File: src/rtl/glitch_pkg.sv
// Shared types and reset defaults for the glitch sequencer.
package glitch_pkg;

  typedef enum logic [2:0] {
    StIdle,
    StArmed,
    StDelay,
    StPulse,
    StGap
  } ch_state_e;

  typedef enum logic [1:0] {
    FieldOffset = 2'd0,
    FieldWidth  = 2'd1,
    FieldRepeat = 2'd2,
    FieldGap    = 2'd3
  } cfg_field_e;

  localparam int unsigned OffsetRst = 0;
  localparam int unsigned WidthRst  = 0;
  localparam int unsigned RepeatRst = 1;
  localparam int unsigned GapRst    = 1;

endpackage

File: src/rtl/glitch_channel.sv
// One fault channel: config registers, burst FSM and registered fault output.
module glitch_channel
  import glitch_pkg::*;
#(
  parameter int unsigned CntW = 16,
  parameter int unsigned RepW = 8
) (
  input  logic            clk_i,
  input  logic            rst_ni,
  input  logic            cfg_we_i,
  input  logic [1:0]      cfg_field_i,
  input  logic [CntW-1:0] cfg_wdata_i,
  input  logic            arm_i,
  input  logic            abort_i,
  input  logic            trig_i,
  input  logic            continuous_i,
  output logic            fault_o,
  output logic            idle_o,
  output logic            armed_o,
  output logic            active_o,
  output logic            active_nxt_o
);

  logic [CntW-1:0] offset_q, width_q, gap_q;
  logic [RepW-1:0] repeat_q;
  ch_state_e       state_q, state_d;
  logic [CntW-1:0] cnt_q, cnt_d;
  logic [RepW-1:0] rep_q, rep_d;
  logic            fault_q, fault_d;

  // Zero repeat and zero gap both behave as one.
  logic [CntW-1:0] gap_m1;
  logic [RepW-1:0] rep_eff;
  ch_state_e       rest_state;

  assign gap_m1     = (gap_q == '0) ? '0 : gap_q - CntW'(1);
  assign rep_eff    = (repeat_q == '0) ? RepW'(1) : repeat_q;
  assign rest_state = continuous_i ? StArmed : StIdle;

  // Configuration registers; the top only strobes us when the write is legal.
  always_ff @(posedge clk_i or negedge rst_ni) begin
    if (!rst_ni) begin
      offset_q <= CntW'(OffsetRst);
      width_q  <= CntW'(WidthRst);
      repeat_q <= RepW'(RepeatRst);
      gap_q    <= CntW'(GapRst);
    end else if (cfg_we_i) begin
      unique case (cfg_field_e'(cfg_field_i))
        FieldOffset: offset_q <= cfg_wdata_i;
        FieldWidth:  width_q  <= cfg_wdata_i;
        FieldRepeat: repeat_q <= cfg_wdata_i[RepW-1:0];
        FieldGap:    gap_q    <= cfg_wdata_i;
      endcase
    end
  end

  // Burst state, counters and the fault flop.
  always_ff @(posedge clk_i or negedge rst_ni) begin
    if (!rst_ni) begin
      state_q <= StIdle;
      cnt_q   <= '0;
      rep_q   <= '0;
      fault_q <= 1'b0;
    end else begin
      state_q <= state_d;
      cnt_q   <= cnt_d;
      rep_q   <= rep_d;
      fault_q <= fault_d;
    end
  end

  // Next-state logic; fault_d is set one cycle ahead so fault_o is a pure flop.
  always_comb begin
    state_d = state_q;
    cnt_d   = cnt_q;
    rep_d   = rep_q;
    fault_d = fault_q;
    if (abort_i) begin
      state_d = StIdle;
      cnt_d   = '0;
      rep_d   = '0;
      fault_d = 1'b0;
    end else begin
      unique case (state_q)
        StIdle: begin
          if (arm_i) state_d = StArmed;
        end
        StArmed: begin
          if (trig_i) begin
            rep_d = rep_eff;
            if (width_q == '0) begin
              state_d = rest_state;
            end else if (offset_q == '0) begin
              state_d = StPulse;
              cnt_d   = width_q - CntW'(1);
              fault_d = 1'b1;
            end else begin
              state_d = StDelay;
              cnt_d   = offset_q - CntW'(1);
            end
          end
        end
        StDelay, StGap: begin
          if (cnt_q == '0) begin
            state_d = StPulse;
            cnt_d   = width_q - CntW'(1);
            fault_d = 1'b1;
          end else begin
            cnt_d = cnt_q - CntW'(1);
          end
        end
        StPulse: begin
          if (cnt_q == '0) begin
            fault_d = 1'b0;
            if (rep_q <= RepW'(1)) begin
              state_d = rest_state;
              rep_d   = '0;
            end else begin
              state_d = StGap;
              rep_d   = rep_q - RepW'(1);
              cnt_d   = gap_m1;
            end
          end else begin
            cnt_d = cnt_q - CntW'(1);
          end
        end
        default: state_d = StIdle;
      endcase
    end
  end

  assign fault_o      = fault_q;
  assign idle_o       = (state_q == StIdle);
  assign armed_o      = (state_q == StArmed);
  assign active_o     = (state_q inside {StDelay, StPulse, StGap});
  assign active_nxt_o = (state_d inside {StDelay, StPulse, StGap});

endmodule

File: src/rtl/glitch_sequencer.sv
// Multi-channel glitch sequencer: trigger sync, cfg decode, channel array, status.
module glitch_sequencer
  import glitch_pkg::*;
#(
  parameter int unsigned NUM_CH = 4,
  parameter int unsigned CNT_W  = 16,
  parameter int unsigned REP_W  = 8,
  localparam int unsigned ChW   = (NUM_CH > 1) ? $clog2(NUM_CH) : 1
) (
  input  logic              clk,
  input  logic              rst_n,
  input  logic              trigger_in,
  input  logic              cfg_we,
  input  logic [ChW-1:0]    cfg_ch,
  input  logic [1:0]        cfg_field,
  input  logic [CNT_W-1:0]  cfg_wdata,
  input  logic              arm,
  input  logic              abort,
  input  logic              continuous,
  output logic [NUM_CH-1:0] fault_out,
  output logic              busy,
  output logic              done,
  output logic              cfg_err,
  output logic              trig_missed
);

  logic sync1_q, sync2_q, sync3_q, trig_pulse_q;
  logic done_q, cfg_err_q, trig_missed_q, burst_q;

  logic [NUM_CH-1:0] idle, armed, active, active_nxt, ch_we;
  logic ch_valid, cfg_bad, arm_go, trig_accept, done_d;

  // Two-flop synchronizer plus registered rising-edge detect.
  always_ff @(posedge clk or negedge rst_n) begin
    if (!rst_n) begin
      sync1_q      <= 1'b0;
      sync2_q      <= 1'b0;
      sync3_q      <= 1'b0;
      trig_pulse_q <= 1'b0;
    end else begin
      sync1_q      <= trigger_in;
      sync2_q      <= sync1_q;
      sync3_q      <= sync2_q;
      trig_pulse_q <= sync2_q & ~sync3_q;
    end
  end

  // A power-of-two channel count makes every cfg_ch encoding valid.
  if (NUM_CH == (1 << ChW)) begin : g_ch_full
    assign ch_valid = 1'b1;
  end else begin : g_ch_part
    assign ch_valid = (cfg_ch < ChW'(NUM_CH));
  end

  assign busy    = ~&idle;
  assign cfg_bad = cfg_we & (busy | ~ch_valid);
  assign arm_go  = arm & ~abort & ~busy;
  // Start only from a quiescent array with something armed.
  assign trig_accept = trig_pulse_q & ~abort & (|armed) & ~(|active);
  // Done fires when the last armed channel leaves the burst states.
  assign done_d = (burst_q | trig_accept) & ~abort & ~(|active_nxt);

  for (genvar c = 0; c < NUM_CH; c++) begin : g_ch
    assign ch_we[c] = cfg_we & ~cfg_bad & (cfg_ch == ChW'(c));

    glitch_channel #(
      .CntW (CNT_W),
      .RepW (REP_W)
    ) u_channel (
      .clk_i        (clk),
      .rst_ni       (rst_n),
      .cfg_we_i     (ch_we[c]),
      .cfg_field_i  (cfg_field),
      .cfg_wdata_i  (cfg_wdata),
      .arm_i        (arm_go),
      .abort_i      (abort),
      .trig_i       (trig_accept),
      .continuous_i (continuous),
      .fault_o      (fault_out[c]),
      .idle_o       (idle[c]),
      .armed_o      (armed[c]),
      .active_o     (active[c]),
      .active_nxt_o (active_nxt[c])
    );
  end

  // Status pulses and the burst-in-flight flag.
  always_ff @(posedge clk or negedge rst_n) begin
    if (!rst_n) begin
      done_q        <= 1'b0;
      cfg_err_q     <= 1'b0;
      trig_missed_q <= 1'b0;
      burst_q       <= 1'b0;
    end else begin
      done_q        <= done_d;
      cfg_err_q     <= cfg_bad;
      trig_missed_q <= trig_pulse_q & ~abort & ~trig_accept;
      burst_q       <= (abort | done_d) ? 1'b0 : (burst_q | trig_accept);
    end
  end

  assign done        = done_q;
  assign cfg_err     = cfg_err_q;
  assign trig_missed = trig_missed_q;

endmodule

File: config.mk
export PLATFORM = sky130hd
export DESIGN_NAME = glitch_sequencer
export DESIGN_NICKNAME = d
export VERILOG_FILES = /design/src/rtl/glitch_pkg.sv /design/src/rtl/glitch_channel.sv /design/src/rtl/glitch_sequencer.sv
export SDC_FILE = /design/constraint.sdc
export NUM_CORES = 1
export LEC_CHECK = 0
export ABC_AREA = 1
export CAP_MARGIN = 10
export CORE_MARGIN = 4
export CORE_UTILIZATION = 40
export DETAILED_ROUTE_END_ITERATION = 10
export GPL_ROUTABILITY_DRIVEN = 1
export SLEW_MARGIN = 20
export SYNTH_ARGS = -nofsm -noshare
export SYNTH_HDL_FRONTEND = slang
export SYNTH_SLANG_ARGS = --single-unit
File: constraint.sdc
create_clock -name clk -period 3.76 [get_ports clk]
set_clock_uncertainty 0.1 [all_clocks]
set_input_delay 0.564 -clock clk [delete_from_list [all_inputs] [get_ports clk]]
set_output_delay 0.564 -clock clk [all_outputs]
set_load 0.03 [all_outputs]
Word level (Yosys, flattened, before mapping)
Cells that the tools add are included.

operators by class
  add/subtract/negate cells = 20
  $lt $le $gt $ge = 4
  equality and inequality tests = 58
  multiplexer cells = 126
  bitwise gates (word level) = 23
  reductions and logical operators = 79

operator list
  cell                   number
  $mux 16                32
  $logic_not 16->1       16
  $sub 16x1->16 const B  16
  $pmux 16 s3            4
  $mux 8                 20
  $mux 3                 28
  $pmux 8 s2             4
  $eq 3x2->1 const B     16
  $pmux 3 s4             4
  $ne 3x3->1 const B     12
  $reduce_bool 3->1      12
  $le 8x1->1 const B     4
  $logic_not 8->1        4
  $reduce_and 2->1       16
  $sub 8x1->8 const B    4
  $mux 1                 30
  $eq 3x3->1 const B     8
  $ne 3x2->1 const B     8
  $reduce_and 6->1       4
  $reduce_and 4->1       5
  $ne 4x4->1 const B     4
  $reduce_bool 4->1      4
  $and 1x1->1            15
  $eq 3x1->1 const B     4
  11 further kinds       36

word-level totals
  flip-flop bits (word level) = 344
  input bits = 27
  output and inout bits = 8
  logic and storage cells = 350

Longest topological paths before layout
  word-level depth = 15
  mapped depth = 14
  gate-level depth less buffers = 14

Cells and area by module
A second synthesis with hierarchy kept.

unflattened totals
  cells, all modules = 3823
  area, all modules = 24409.7 um^2

by module, submodules not included
  module                                  instances  cells an instance  area each (um^2)  seq. area each (um^2)
  glitch_channel (g_ch[0].u_channel ...)  2          952                6007.0            2104.5
  glitch_channel (g_ch[3].u_channel)      1          939                6030.8            2104.5
  glitch_channel (g_ch[2].u_channel)      1          933                5999.5            2104.5
  glitch_sequencer                        1          47                 365.4             200.2

Least setup slack after synthesis
No wires, ideal clock.

  path kind = register to register
  start point = register g_ch[3].u_channel.state_q[0]
  end point = register g_ch[1].u_channel.gap_q[5]
  setup time = 0.133 ns
  data arrival time = 1.828 ns
  data required time = 3.527 ns
  setup slack = 1.699 ns
  cell stages (with the launch flop) = 11
  path buffers = 2
  period minus slack after synthesis = 2.061 ns
  cells stage by stage = dfrtp_1 -> nor2_1 -> nand2_1 -> nor4_2 -> nand2_1 -> nor2_4 -> buf_12 -> nand3_4 -> buf_2 -> nand2_1 -> o21ai_0

on the way
  cells in the longest elaborated chain, start to end = 8

RTL lines
  item                        line                    source
  from (decl)                 glitch_channel.sv:26    ch_state_e state_q, state_d;
  from (signal assigned)      glitch_channel.sv:60    state_q <= StIdle;
  from (signal assigned)      glitch_channel.sv:65    state_q <= state_d;
  $logic_not 3->1             glitch_channel.sv:133   assign idle_o = (state_q == StIdle);
  $reduce_and 4->1            glitch_sequencer.sv:55  assign busy = ~&idle;
  $logic_not 1->1             glitch_sequencer.sv:55
  net busy                    glitch_sequencer.sv:21  output logic busy,
  $and 1x1->1                 glitch_sequencer.sv:56  assign cfg_bad = cfg_we & (busy | ~ch_valid);
  $not 1->1                   glitch_sequencer.sv:64  assign ch_we[c] = cfg_we & ~cfg_bad & (cfg_ch == ChW'(c));
  $and 1x1->1 (2 in series)   glitch_sequencer.sv:64
  $reduce_and 2->1 (no line)  -
  to (signal assigned)        glitch_channel.sv:46    gap_q <= CntW'(GapRst);
  to (signal assigned)        glitch_channel.sv:52    FieldGap: gap_q <= cfg_wdata_i;
  to (decl)                   glitch_channel.sv:24    logic [CntW-1:0] offset_q, width_q, gap_q;

The timed path passes the listed nets, and every way through them passes these cells.
A chain may end at the register's enable or synchronous reset.

Worst setup path in the final report
  start point = register g_ch[3].u_channel.state_q[1]
  end point = output busy

on the way
  cells in the longest elaborated chain, start to end = 3

RTL lines
  item              line
  $logic_not 3->1   glitch_channel.sv:133
  $reduce_and 4->1  glitch_sequencer.sv:55
  $logic_not 1->1   glitch_sequencer.sv:55
  to (decl)         glitch_sequencer.sv:21

No other way between the ends.

==> results.toml <==
[die]
core.rowCount = 87
core_area_um2 = 56500
start_util_pct = 40.5
pin_count = 35
die_w_um = 247
dieArea_um2 = 61200
die_h_um = 247

[detailed_routing]
route.detailed.drc = 0
drt_iter0_drc = 2191
highest_layer = "met4"
wl_met2_um = 32800
drt_pass1_iterations = 5
dr_wl_met3_um = 5400
wire_per_inst_um = 18.1
num_vias = 22000
ant_nets = 0
drt-met1-wl_um = 34800
post_drt_via_cell_ratio = 5.30
wirelength_um = 75100

[clock_network]
htreeDepth = 2
cts_tree = "built"
cts_resized = 0
numCtsBuffers = 41
clock_latency_ns = 0.57
clkTransAtPathRegs_ns = 0.06
cts_sinks = 344
post_cts_buffers = 0
cts_buffer_depth = 3
cts-root-buf = "clkbuf_16"
cts_hold_buf = 1

[cells_and_area]
nets = 3428
final_area_um2 = 25400
area_growth_pct = 10.8
multi_input_area_um2 = 12700
final-seq-area_um2 = 8620
fillCellCount = 5880
drive_above_1_share_pct = 4.83
antenna_cells = 0

[sta]
hold_violations = 0
relSlewSlack_pct = 24.0
layout_min_cycle_time_ns = 3.06
rsz0062_at_grt = "false"
fmax_mhz = 327
finalCritPeriodShare_pct = 81.3
finalMaxSlewViolations = 0
setup_violations = 0
worstMarginPinSlew_ns = 1.14
setup_tns_ns = 0

[logic_synthesis]
synth-compound-area-share_pct = 12.1
synthAdderAreaFrac_pct = 1.75
synth_xor_area_share_pct = 6.39
synth_top_family_by_area = "simple AND/OR/NAND/NOR gates"
yosys_warnings = 0
synth_top_area_share_pct = 36.7
synth_edf_count = 0
synthTopCellsByArea = "dfrtp_1 (37%), nand2_1 (16%), nor2_1 (8.1%)"
dominantRegCellSynth = "dfrtp_1"
synth.distinct_cells = 53
synth_fp_nets = 3424
synth_seq_cells = 344
synth.largest_area_cell = "dfrtp_1"
syn_area_um2 = 22900
seq_area_frac_synth_pct = 37.6
synth.area.mux_share_pct = 0.0492
synth-simple-area-share_pct = 35.4
synth_cells = 3365
synthArstFlopShare_pct = 100
avgSynthCellArea_um2 = 6.81

[worst_setup_path]
r2r_end = "g_ch[1].u_channel.cnt_q[1]"
worstReg2RegStart = "g_ch[2].u_channel.state_q[2]"
worstRegToRegCells = 10
endpoint_kind = "primary output"
criticalPathCategory = "flip-flop to primary output"
critPathMaxFanout = 4
worstSetupStartpointType = "flip-flop"
worstPathRequired_ns = 3.10
r2r_slack_ns = 0.80
critPathArrivalTime_ns = 2.39

[run]
maxCapViolations = 0

[grt]
grt_pass1_wl_um = 118000
grt_max_degree = 86
antenna_found_initial = 7
grt-ovfl-total = 0
grtUsageTotal_pct = 24.6
grt_pass1_vias = 20500

[run_status]
status = "complete, no violations"

[power_and_ir_drop]
power_mw = 22.2
p_sw_mw = 10.7
p_leak_nw = 12.0
switching_share_pct = 48.0
vdd_drop_max_uv = 453
internal_power_mw = 11.6
power_density_nw_per_um2 = 876
clock_power_share_pct = 18.7
seq_power_share_pct = 30.9
p_comb_share_pct = 50.4

[placement]
io_buffer_count = 34
dp_hpwl_um = 53300
dpl_cell_area_um2 = 24000
gp_congestion = 0.967

[worst_hold_path]
holdPathStages = 0
holdPathEnd = "sync2_q"
hold_class = "flip-flop to flip-flop"
worstHoldStart = "sync1_q"
## worst max-delay path, cell delays in order (launching register included)
cell	delay, ns
dfrtp_1	0.42
nor2_1	0.19
nand2_1	0.15
nor4_2	0.17
nand2_1	0.16
clkdlybuf4s50_1	0.73
## area by class of cell
cell class | count | share of cell area [%]
Timing Repair Buffer | 65 | 2.48
Sequential cell | 344 | 34.0
Tap cell | 756 | 3.73
Clock buffer | 57 | 4.75
Inverter | 278 | 4.11
Clock inverter | 14 | 0.740
Multi-Input combinational cell | 2639 | 50.2
## per-stage QoR
stage / utilization (%) / worst slack, ns / instances / hold WS (ns)
finish: 44.9 / 0.702 / 4153 / 0.250
global route: 44.9 / 0.564 / 4153 / 0.251
CTS: 44.9 / 0.685 / 4153 / 0.249
detailed placement: 42.4 / 0.317 / 4081 / 0.239
global placement: 42.4 / 0.379 / 4081 / 0.232
floorplan: - / 1.70 / 3365 / 0.168
## worst max-delay path by stage
| stage | from | to | slack (ns) |
|---|---|---|---|
| 6_report | g_ch[3].u_channel.state_q[1] | busy | 0.70 |
| 3_5_place_dp | abort | g_ch[1].u_channel.cnt_q[9] | 0.32 |
| 2_1_floorplan | g_ch[3].u_channel.state_q[0] | g_ch[1].u_channel.gap_q[5] | 1.70 |
| 4_1_cts | g_ch[3].u_channel.state_q[0] | busy | 0.68 |
| 3_3_place_gp | abort | g_ch[1].u_channel.cnt_q[6] | 0.38 |
| 5_1_grt | g_ch[2].u_channel.state_q[2] | g_ch[2].u_channel.cnt_q[7] | 0.56 |
## cells in the mapped netlist, types with 3 or more instances
| library cell | n |
|---|---|
| a22oi_1 | 5 |
| ha_1 | 32 |
| nand2_2 | 6 |
| o21bai_1 | 10 |
| nand3_1 | 299 |
| clkinv_1 | 4 |
| a31oi_1 | 5 |
| nor3_1 | 30 |
| nand4_1 | 38 |
| or2_2 | 14 |
| o22ai_1 | 10 |
| buf_4 | 10 |
| inv_1 | 268 |
| xnor2_1 | 58 |
| a21oi_1 | 84 |
| clkbuf_2 | 8 |
| o21ai_0 | 333 |
| o21ai_1 | 26 |
| nand3b_1 | 13 |
| xor2_1 | 109 |
| nor2_2 | 7 |
| o211ai_1 | 30 |
| nand3_2 | 6 |
| nor4_1 | 4 |
| dfstp_2 | 8 |
| nand2_1 | 992 |
| nand3_4 | 10 |
| nor2_1 | 492 |
| a211oi_1 | 3 |
| inv_2 | 6 |
| clkbuf_1 | 47 |
| buf_2 | 36 |
| dfrtp_1 | 336 |
## power groups by stage
stage	Clock (mW)	Combinational [mW]	Sequential [mW]
after floorplan	0	8.46	6.36
after global placement	0	11.0	6.90
after detailed placement	0	11.0	6.88
after CTS	4.26	11.1	6.85
after global routing	4.40	12.7	7.11
final	4.16	11.2	6.88
## logic make-up (layout without fill, tap and decap cells)
group	count (synthesis)	after routing
DFF	344	344
xor gates and xnor gates	167	167
muxes	1	1
and+or+nand+nor	1922	1922
AOI/OAI and AO/OA	517	517
adders and majority gates	32	32
buffers and inverters	382	414
## cells in the final DEF, fill, tap and decap left out, types with 12 or more instances in the layout
| cell type | netlist | routed |
|---|---|---|
| nand2_1 | 992 | 992 |
| nor2_1 | 492 | 492 |
| dfrtp_1 | 336 | 336 |
| o21ai_0 | 333 | 333 |
| nand3_1 | 299 | 299 |
| inv_1 | 268 | 268 |
| xor2_1 | 109 | 109 |
| a21oi_1 | 84 | 84 |
| xnor2_1 | 58 | 58 |
| clkbuf_16 | 0 | 41 |
| nand4_1 | 38 | 38 |
| clkdlybuf4s50_1 | 0 | 33 |
| ha_1 | 32 | 32 |
| nor3_1 | 30 | 30 |
| o211ai_1 | 30 | 30 |
| o21ai_1 | 26 | 26 |
| buf_4 | 10 | 26 |
| or2_2 | 14 | 14 |
| nand3b_1 | 13 | 13 |
| clkbuf_8 | 0 | 12 |
## state kept, by name, indices dropped and copies added (netlist names)
name,flops
burst_q,1
g_ch.u_channel.width_q,64
trig_pulse_q,1
g_ch.u_channel.offset_q,64
cfg_err,1
g_ch.u_channel.repeat_q,32
done,1
g_ch.u_channel.state_q,12
trig_missed,1
sync1_q,1
sync2_q,1
g_ch.u_channel.rep_q,32
g_ch.u_channel.cnt_q,64
sync3_q,1
g_ch.u_channel.fault_o,4
g_ch.u_channel.gap_q,64
## metal layers
| layer | global-route usage (%) | vias up |
|---|---|---|
| li1 | - | 10900 |
| met1 | 35.8 | 10300 |
| met2 | 38.0 | 696 |
| met3 | 3.80 | 118 |
| met4 | 7.25 | 0 |
| met5 | 0 | - |
(Power assumes the default switching activity.)
